### src/rtl/csr_regfile_apb.sv
// csr_regfile_apb: NUM_REGS x DATA_WIDTH control/status register file behind
// an APB slave port. Each bit is software-writable, write-1-to-clear
// (hardware-set) or read-only, and each register has a hardware update strobe.
// Register contents drive the peripheral core directly. A level interrupt is
// raised from the status and enable registers.
//
// Handshake: a transfer begins with the APB setup phase (psel=1, penable=0)
// and is held by the master (psel=1, penable=1, stable paddr/pwrite/pwdata)
// until the slave returns pready=1. pready is high for exactly one cycle, and
// the commit happens at the clock edge that ends that cycle. prdata and
// pslverr are meaningful only while pready=1 and are 0 otherwise. If psel
// drops before that edge, the transfer is abandoned and nothing is committed.
module csr_regfile_apb #(
   parameter int unsigned DATA_WIDTH  = 8,
   parameter int unsigned NUM_REGS    = 4,
   parameter int unsigned ADDR_WIDTH  = 4,
   parameter int unsigned WAIT_STATES = 0,
   parameter logic [NUM_REGS*DATA_WIDTH-1:0] RESET_VAL  = '0,
   parameter logic [NUM_REGS*DATA_WIDTH-1:0] SW_WR_MASK = '1,
   parameter logic [NUM_REGS*DATA_WIDTH-1:0] W1C_MASK   = '0,
   parameter int unsigned STATUS_IDX  = 2,
   parameter int unsigned IRQEN_IDX   = 1
) (
   input  logic                           clk,
   input  logic                           rst_n,
   input  logic                           psel,
   input  logic                           penable,
   input  logic                           pwrite,
   input  logic [ADDR_WIDTH-1:0]          paddr,
   input  logic [DATA_WIDTH-1:0]          pwdata,
   output logic                           pready,
   output logic [DATA_WIDTH-1:0]          prdata,
   output logic                           pslverr,
   input  logic [NUM_REGS*DATA_WIDTH-1:0] hw_next,
   input  logic [NUM_REGS-1:0]            hw_we,
   output logic [NUM_REGS*DATA_WIDTH-1:0] reg_value,
   output logic                           wrcol,
   output logic                           irq,
   output logic [1:0]                     dbg_state_o
);

   typedef enum logic [1:0] {
      IDLE   = 2'd0,
      SETUP  = 2'd1,
      ACCESS = 2'd2
   } state_e;

   localparam logic [2:0] WAIT_LOAD = 3'(WAIT_STATES);

   state_e                        state_q, state_d;
   logic [2:0]                    cnt_q, cnt_d;
   logic [ADDR_WIDTH-1:0]         addr_q, addr_d;
   logic                          wr_q, wr_d;
   logic [DATA_WIDTH-1:0]         wdata_q, wdata_d;
   logic [NUM_REGS*DATA_WIDTH-1:0] regs_q, regs_d;
   logic                          pready_q, pready_d;
   logic                          pslverr_q, pslverr_d;
   logic [DATA_WIDTH-1:0]         prdata_q, prdata_d;
   logic                          wrcol_q, wrcol_d;
   logic                          irq_q, irq_d;
   logic                          commit;
   logic                          addr_ok_q, addr_ok_d;

   // Address decode for the captured address and for the one about to be captured.
   assign addr_ok_q = (32'(addr_q) < NUM_REGS);
   assign addr_ok_d = (32'(addr_d) < NUM_REGS);

   // Transfer FSM: captures the request in SETUP, counts wait states in ACCESS.
   always_comb begin
      state_d = state_q;
      cnt_d   = cnt_q;
      addr_d  = addr_q;
      wr_d    = wr_q;
      wdata_d = wdata_q;
      commit  = 1'b0;
      case (state_q)
         IDLE: begin
            if (psel && !penable) state_d = SETUP;
         end
         SETUP: begin
            if (!psel) begin
               state_d = IDLE;
            end else begin
               state_d = ACCESS;
               addr_d  = paddr;
               wr_d    = pwrite;
               wdata_d = pwdata;
               cnt_d   = WAIT_LOAD;
            end
         end
         ACCESS: begin
            if (!psel) begin
               state_d = IDLE;
            end else if (cnt_q == 3'd0) begin
               commit  = 1'b1;
               state_d = IDLE;
            end else begin
               cnt_d = cnt_q - 3'd1;
            end
         end
         default: state_d = IDLE;
      endcase
   end

   // Per-bit register update: W1C bits, writable bits and read-only bits.
   always_comb begin
      logic [DATA_WIDTH-1:0] cur, hwv, w1c, wm, ro, sw_v, nxt;
      logic                  sw;
      cur     = '0;
      hwv     = '0;
      w1c     = '0;
      wm      = '0;
      ro      = '0;
      sw_v    = '0;
      nxt     = '0;
      sw      = 1'b0;
      regs_d  = regs_q;
      wrcol_d = 1'b0;
      for (int i = 0; i < int'(NUM_REGS); i++) begin
         sw   = commit && wr_q && addr_ok_q && (addr_q == ADDR_WIDTH'(i));
         cur  = regs_q[i*DATA_WIDTH +: DATA_WIDTH];
         hwv  = hw_next[i*DATA_WIDTH +: DATA_WIDTH];
         w1c  = W1C_MASK[i*DATA_WIDTH +: DATA_WIDTH];
         wm   = SW_WR_MASK[i*DATA_WIDTH +: DATA_WIDTH] & ~w1c;
         ro   = ~w1c & ~wm;
         sw_v = {DATA_WIDTH{sw}};
         nxt  = (w1c & ((cur & ~(sw_v & wdata_q)) | ({DATA_WIDTH{hw_we[i]}} & hwv)))
              | (wm  & (hw_we[i] ? hwv : (sw ? wdata_q : cur)))
              | (ro  & (hw_we[i] ? hwv : cur));
         regs_d[i*DATA_WIDTH +: DATA_WIDTH] = nxt;
         if (sw && hw_we[i]) wrcol_d = 1'b1;
      end
   end

   // Response for the cycle being entered; read data is the register value held
   // during the commit cycle, i.e. before that cycle's own update.
   always_comb begin
      pready_d  = (state_d == ACCESS) && (cnt_d == 3'd0);
      pslverr_d = pready_d && !addr_ok_d;
      prdata_d  = '0;
      if (pready_d && !wr_d && addr_ok_d) begin
         for (int i = 0; i < int'(NUM_REGS); i++) begin
            if (addr_d == ADDR_WIDTH'(i)) prdata_d = regs_d[i*DATA_WIDTH +: DATA_WIDTH];
         end
      end
      irq_d = |(regs_q[STATUS_IDX*DATA_WIDTH +: DATA_WIDTH] &
                regs_q[IRQEN_IDX*DATA_WIDTH +: DATA_WIDTH]);
   end

   // State, captured request, registers and registered outputs.
   always_ff @(posedge clk or negedge rst_n) begin
      if (!rst_n) begin
         state_q   <= IDLE;
         cnt_q     <= 3'd0;
         addr_q    <= '0;
         wr_q      <= 1'b0;
         wdata_q   <= '0;
         regs_q    <= RESET_VAL;
         pready_q  <= 1'b0;
         pslverr_q <= 1'b0;
         prdata_q  <= '0;
         wrcol_q   <= 1'b0;
         irq_q     <= 1'b0;
      end else begin
         state_q   <= state_d;
         cnt_q     <= cnt_d;
         addr_q    <= addr_d;
         wr_q      <= wr_d;
         wdata_q   <= wdata_d;
         regs_q    <= regs_d;
         pready_q  <= pready_d;
         pslverr_q <= pslverr_d;
         prdata_q  <= prdata_d;
         wrcol_q   <= wrcol_d;
         irq_q     <= irq_d;
      end
   end

   assign pready      = pready_q;
   assign pslverr     = pslverr_q;
   assign prdata      = prdata_q;
   assign reg_value   = regs_q;
   assign wrcol       = wrcol_q;
   assign irq         = irq_q;
   assign dbg_state_o = state_q;

endmodule
### config.mk
export PLATFORM = sky130hd
export DESIGN_NAME = csr_regfile_apb
export DESIGN_NICKNAME = d
export VERILOG_FILES = /design/src/rtl/csr_regfile_apb.sv
export SDC_FILE = /design/constraint.sdc
export NUM_CORES = 1
export LEC_CHECK = 0
export BUFFER_PORTS_ARGS = -buffer_cell sky130_fd_sc_hd__buf_2
export CELL_PAD_IN_SITES_DETAIL_PLACEMENT = 1
export CELL_PAD_IN_SITES_GLOBAL_PLACEMENT = 1
export CORE_MARGIN = 3
export CORE_UTILIZATION = 43
export CTS_BUF_LIST = sky130_fd_sc_hd__clkbuf_4 sky130_fd_sc_hd__clkbuf_8
export CTS_CLUSTER_DIAMETER = 200
export CTS_CLUSTER_SIZE = 28
export DETAILED_ROUTE_END_ITERATION = 7
export PLACE_DENSITY_LB_ADDON = 0.08
export SYNTH_ARGS = -nofsm -noshare
export SYNTH_HDL_FRONTEND = slang
export SYNTH_SLANG_ARGS = --single-unit
### constraint.sdc
create_clock -name clk -period 7.1 [get_ports clk]
set_clock_uncertainty 0.05 [all_clocks]
set_input_delay 1.42 -clock clk [delete_from_list [all_inputs] [get_ports clk]]
set_output_delay 1.42 -clock clk [all_outputs]
set_load 0.02 [all_outputs]
After elaboration in Yosys (flattened, before gate mapping):

Index checks and enable logic that the tools add are counted.
Widths: inputs -> output; s select.

* input bits: 53
* register bits after elaboration: 62
* memories kept: 0
* bits in read-only memories: 0
* memory bits (writable): 0
* logic and storage cells: 82
* latch bits: 0
* output and inout port bits: 46

* shifts and indexed selects: 0
* divide/modulo/power cells: 0
* reductions and logical operators: 25
* $lt $le $gt $ge: 2
* $add $sub $neg: 1
* equality and inequality tests: 9
* multipliers: 0
* mux-type cells: 33
* bitwise logic cells: 1

Operators by type and width (count)
* $mux 8: 13
* $eq 4x2->1 const B: 4
* $logic_and 1x1->1: 15
* $mux 1: 9
* $mux 3: 3
* $and 8x8->8: 1
* $eq 4x1->1 const B: 2
* $logic_not 4->1: 2
* $lt 4x3->1 const B: 2
* $mux 2: 4
* $mux 4: 2
* $reduce_or 8->1: 1
* $logic_not 3->1: 2
* $pmux 2 s3: 1
* $pmux 3 s2: 1
* $eq 2x2->1 const B: 2
* $logic_not 1->1: 3
* $sub 3x1->3 const B: 1
* $eq 2x1->1 const B: 1
* $logic_not 2->1: 1
* $reduce_and 2->1: 1

Depth between registers and ports, before layout:

* word-level depth: 14
* mapped depth: 11
* mapped depth without buffers: 8

Worst setup path after synthesis:

OpenSTA, ideal clock, no wires.

* path type: input to register
* start: input psel
* end: register prdata_q[7], in the netlist prdata[7]
* library setup time: 87 ps
* data arrival time: 2890 ps
* path buffers: 0
* setup slack: 4073 ps
* data required time: 6963 ps
* cell stages on the path: 5
* cells stage by stage: nand2_1 > mux2_2 > nor3_1 > a22oi_1 > a211oi_2

* elaborated cells on any way between the ends: 44
* classes of those cells: order compare (1); eq/ne (4); mux (26); reduce/logical (13)

RTL lines
* start: declaration: line 26 `input logic psel,`
* $mux 4 (*): line 81 `if (!psel) begin`
* $mux 4 (*): line 76 `case (state_q)`
* net addr_d[0]: line 52 `logic [ADDR_WIDTH-1:0] addr_q, addr_d;`
* $logic_not 4->1: line 143 `if (addr_d == ADDR_WIDTH'(i)) prdata_d = regs_d[i*DATA_WIDTH +: DATA_WIDTH];`
* $mux 8 (4 in series): line 143
* $mux 8 (*): line 141 `if (pready_d && !wr_d && addr_ok_d) begin`
* net prdata_d[7]: line 58 `logic [DATA_WIDTH-1:0] prdata_q, prdata_d;`
* end signal: assignment: line 173 `prdata_q <= prdata_d;`
* end: declaration: line 58

Mark *: on every way through the listed nets, which the timed path passes. The rest lies on a longest branch.
A chain may end at the register's enable or synchronous reset.

Final worst setup path:

* start: input psel
* end: register prdata_q[7], in the netlist prdata[7]

* longest elaborated chain between the ends: 12
* elaborated cells on any way between the ends: 44
* classes of those cells: order compare (1); eq/ne (4); mux (26); reduce/logical (13)

Ends and longest elaborated chain
* $mux 1: line 92 `if (!psel) begin`
* $mux 1: line 76
* $logic_and 1x1->1 (3 in series): line 120 `sw = commit && wr_q && addr_ok_q && (addr_q == ADDR_WIDTH'(i));`
* $mux 8 (2 in series): line 128 `| (wm & (hw_we[i] ? hwv : (sw ? wdata_q : cur)))`
* $mux 8 (4 in series): line 143
* $mux 8 (*): line 141
* net prdata_d[7]: line 58

Marks and branches as above.

==> results by group <==
Min path
  • Worst Hold Class: flop to flop

Detailed routing
  • Initial DRC count: 129
  • Final wirelength: 9860 microns
  • Detailed-routing iteration count for the pre-antenna-repair pass: 5
  • Post-DR vias/cell: roughly 5.6
  • WL/cell: between 15 and 20 microns
  • Routed Antenna Nets: 0
  • DR DRC count: 0
  • Total number of vias: 2,807

Critical path
  • Worst reg2reg path endpoint: prdata[7]$_DFF_PN0_
  • Critical path startpoint: psel
  • Worst setup path class: input port to flop
  • Critical Path End Type: flop
  • Reg2reg path depth: 7
  • R2R Setup Slk: 3890 ps
  • Critical path arrival: 3830 ps
  • RR Startpoint: dbg_state_o[1]$_DFF_PN0_
  • Worst-path maximum fanout: 18
  • Startpoint Class: input port
  • Worst setup endpoint: prdata[7]$_DFF_PN0_
  • Worst path required time: 7300 ps

Clocking
  • CTS Buf Count: 9
  • CTS tree: yes
  • Clock Root Buffer: clkbuf_8
  • Post-CTS Resized: 0
  • Setup repair bufs after CTS: 0
  • CTS Buffer Depth: 2
  • Clock tree sinks: 62
  • Reg clk slew, reported paths: ~70 ps
  • Clk_lat worst skew: approximately 340 ps
  • Hold Buf Count CTS: 0
  • H-Tree Depth: 3

Synth
  • Syn Inst Count: 301
  • Simple-gate share of the synthesized area: 15.8%
  • #FFs+latches synth: 62
  • Largest family of logic cells by synthesized area: compound AO/OA/AOI/OAI gates
  • EDFF count, synth: 0
  • Seq/Total Area, Yosys: 48.3%
  • Main synth FF type: dfrtp_1
  • Mapped cell area: 3210 sq um
  • YS warnings: 0
  • Cell variety after synth: 46
  • Main area contributors after synthesis: dfrtp_1 (48%), mux2_2 (7.4%), a32oi_1 (5.2%), nand2_1 (2.8%), nor2_1 (2.6%)
  • Syn nets: 360
  • Synthesized area per cell: roughly 11 sq um
  • Fraction of registers with async set or reset after synthesis: 100%
  • Adder-Cell Fraction of Synth Area: 2.34%
  • Synth area leader: dfrtp_1
  • Xor and xnor area share after synthesis: 0%
  • Yosys top cell area share: about 48%
  • Compound-cell area share of the yosys netlist: between 15 and 20%
  • Mux cell area share after synthesis: between 10% and 20%

Finish
  • Layout Area Growth over Synthesis: 24.4%
  • Fin area: 3990 sq um
  • Most frequent cells in the layout: buf_2 (98), dfrtp_1 (62), nand2_1 (24), nor2_1 (22), mux2_2 (21)
  • Share of layout cells above drive strength 1: 37.2%
  • Fin nets: approximately 460
  • Filler cells: 834
  • Most common cell after layout, fill and taps aside: buf_2
  • ANT cells: 0

Timing
  • Fin crit period: 3630 ps
  • Relative slew slack: 28.1%
  • Fmax: 0.275 GHz
  • Final setup viols: 0
  • Final hold violations: 0
  • Unrepaired setup endpoints after global routing: false
  • Max Slew Vio Count: 0
  • Final period util: roughly half
  • Setup TNS Final: 0 ps
  • Tightest Pin Transition: 1070 ps

Power and ir drop
  • Worst vdd ir: 0.000170 V
  • Sw Share: 37.9%
  • Clock share of power: 28.0%
  • Tot Pwr: 1290 uW
  • Leakage: ~0.0018 uW
  • Comb pwr share: 32.0%
  • Pint: 799 uW
  • NetSw: ~490 uW
  • Sequential group share of total power: 40.0%
  • Power Density: 322 nW/um^2

Die
  • FP Rows: 30
  • Die width: 92.4 microns
  • Die area: approximately 8500 sq um
  • Total I/O pin count: 99
  • Core Box Area: between 7000 and 8000 sq um
  • Chip height: 92.4 microns
  • Initial core utilization: 45.7%

Placed design
  • DPL Wire Length: 7540 microns
  • DP Area: 3760 sq um
  • Final GP Congestion: 0.853
  • Buffers on Ports: 98

Run status
  • Status: finished, final reports clean

Global routing
  • Gr usage total: 23.9%
  • M3 GR Usage: 3.98%
  • Number of global-route vias before repair: between 2,000 and 3,000
  • M1 GR Usage: 33.7%
  • Routing usage on met2: 37.4%
  • Gr busiest metal: met2
  • Global-route wire length before repair: around 16,000 microns
  • Antenna violations before repair: 0
  • Largest net degree at the start of global routing: 63
  • GRT overflow: 0

Run
  • Max-cap violations: 0
[power groups by stage]
| stage | Clock (uW) | Combinational [uW] | Sequential [uW] |
|---|---|---|---|
| 6_report | 360 | 411 | 516 |
| 5_1_grt | 384 | 452 | 525 |
| 4_1_cts | 365 | 414 | 513 |
| 3_5_place_dp | 0 | 412 | 517 |
| 3_3_place_gp | 0 | 398 | 514 |
| 2_1_floorplan | 0 | 253 | 520 |
[critical path: stages]
cell and delay, ps:
buf_2 140, nand2_1 560, mux2_2 520, nor3_1 690, a22oi_1 240, a211oi_2 260
[registers in the layout, indices dropped and copies added (netlist names)]
name,count
wdata_q,8
pslverr,1
addr_q,4
pready,1
prdata,8
cnt_q,3
irq,1
wr_q,1
wrcol,1
reg_value,32
dbg_state_o,2
[Yosys cell counts (all sizes together) (6+ instances only)]
cell	count
nand2b	13
mux2i	8
dfrtp	62
a211oi	7
nor2	22
a21oi	19
ha	6
inv	10
nand2	24
nand3b	9
o21ai	13
clkbuf	10
a32oi	19
mux2	28
[layer usage]
metal	wire, microns	vias up
li1	-	1304
met1	4530	1389
met2	4610	105
met3	601	9
met4	111	0
met5	0	-
[kinds of logic (layout without fill, tap and decap cells)]
kind of cell | Yosys count | in the layout
flip-flops | 62 | 62
AO/OA/AOI/OAI | 78 | 78
multiplexers | 36 | 36
AND/OR/NAND/NOR | 94 | 94
buffers and inverters | 25 | 125
adder cells (fa/ha/maj) | 6 | 6
[per-stage QoR]
stage	setup slack [ps]	std cells	hold slack (ps)	util, %
after detailed placement	3110	481	471	53.6
after floorplan	4070	301	422	-
after CTS	3500	497	486	56.9
after global placement	3230	481	454	53.6
after global routing	3220	497	538	56.9
final	3470	497	484	56.9
[how the worst min path moves through the flow]
stage	depth (start not counted)	endpoint	startpoint	slack, ps
final	2	cnt_q[1]$_DFF_PN0_	cnt_q[1]$_DFF_PN0_	480
after global routing	1	addr_q[2]$_DFF_PN0_	addr_q[2]$_DFF_PN0_	540
after CTS	2	cnt_q[1]$_DFF_PN0_	cnt_q[1]$_DFF_PN0_	490
after detailed placement	2	cnt_q[1]$_DFF_PN0_	cnt_q[1]$_DFF_PN0_	470
after global placement	2	cnt_q[1]$_DFF_PN0_	cnt_q[1]$_DFF_PN0_	450
after floorplan	2	cnt_q[1]$_DFF_PN0_	cnt_q[1]$_DFF_PN0_	420
[final cells by class]
cell class	instances	area [sq um]	area share, %
Timing Repair Buffer	99	498	12.5
Multi-Input combinational cell	214	1550	38.9
Sequential cell	62	1550	38.8
Clock inverter	5	81.3	2.04
Inverter	10	37.5	0.940
Clock buffer	11	151	3.79
Tap cell	96	120	3.01
Note: power is estimated with default switching activity, not from simulation.
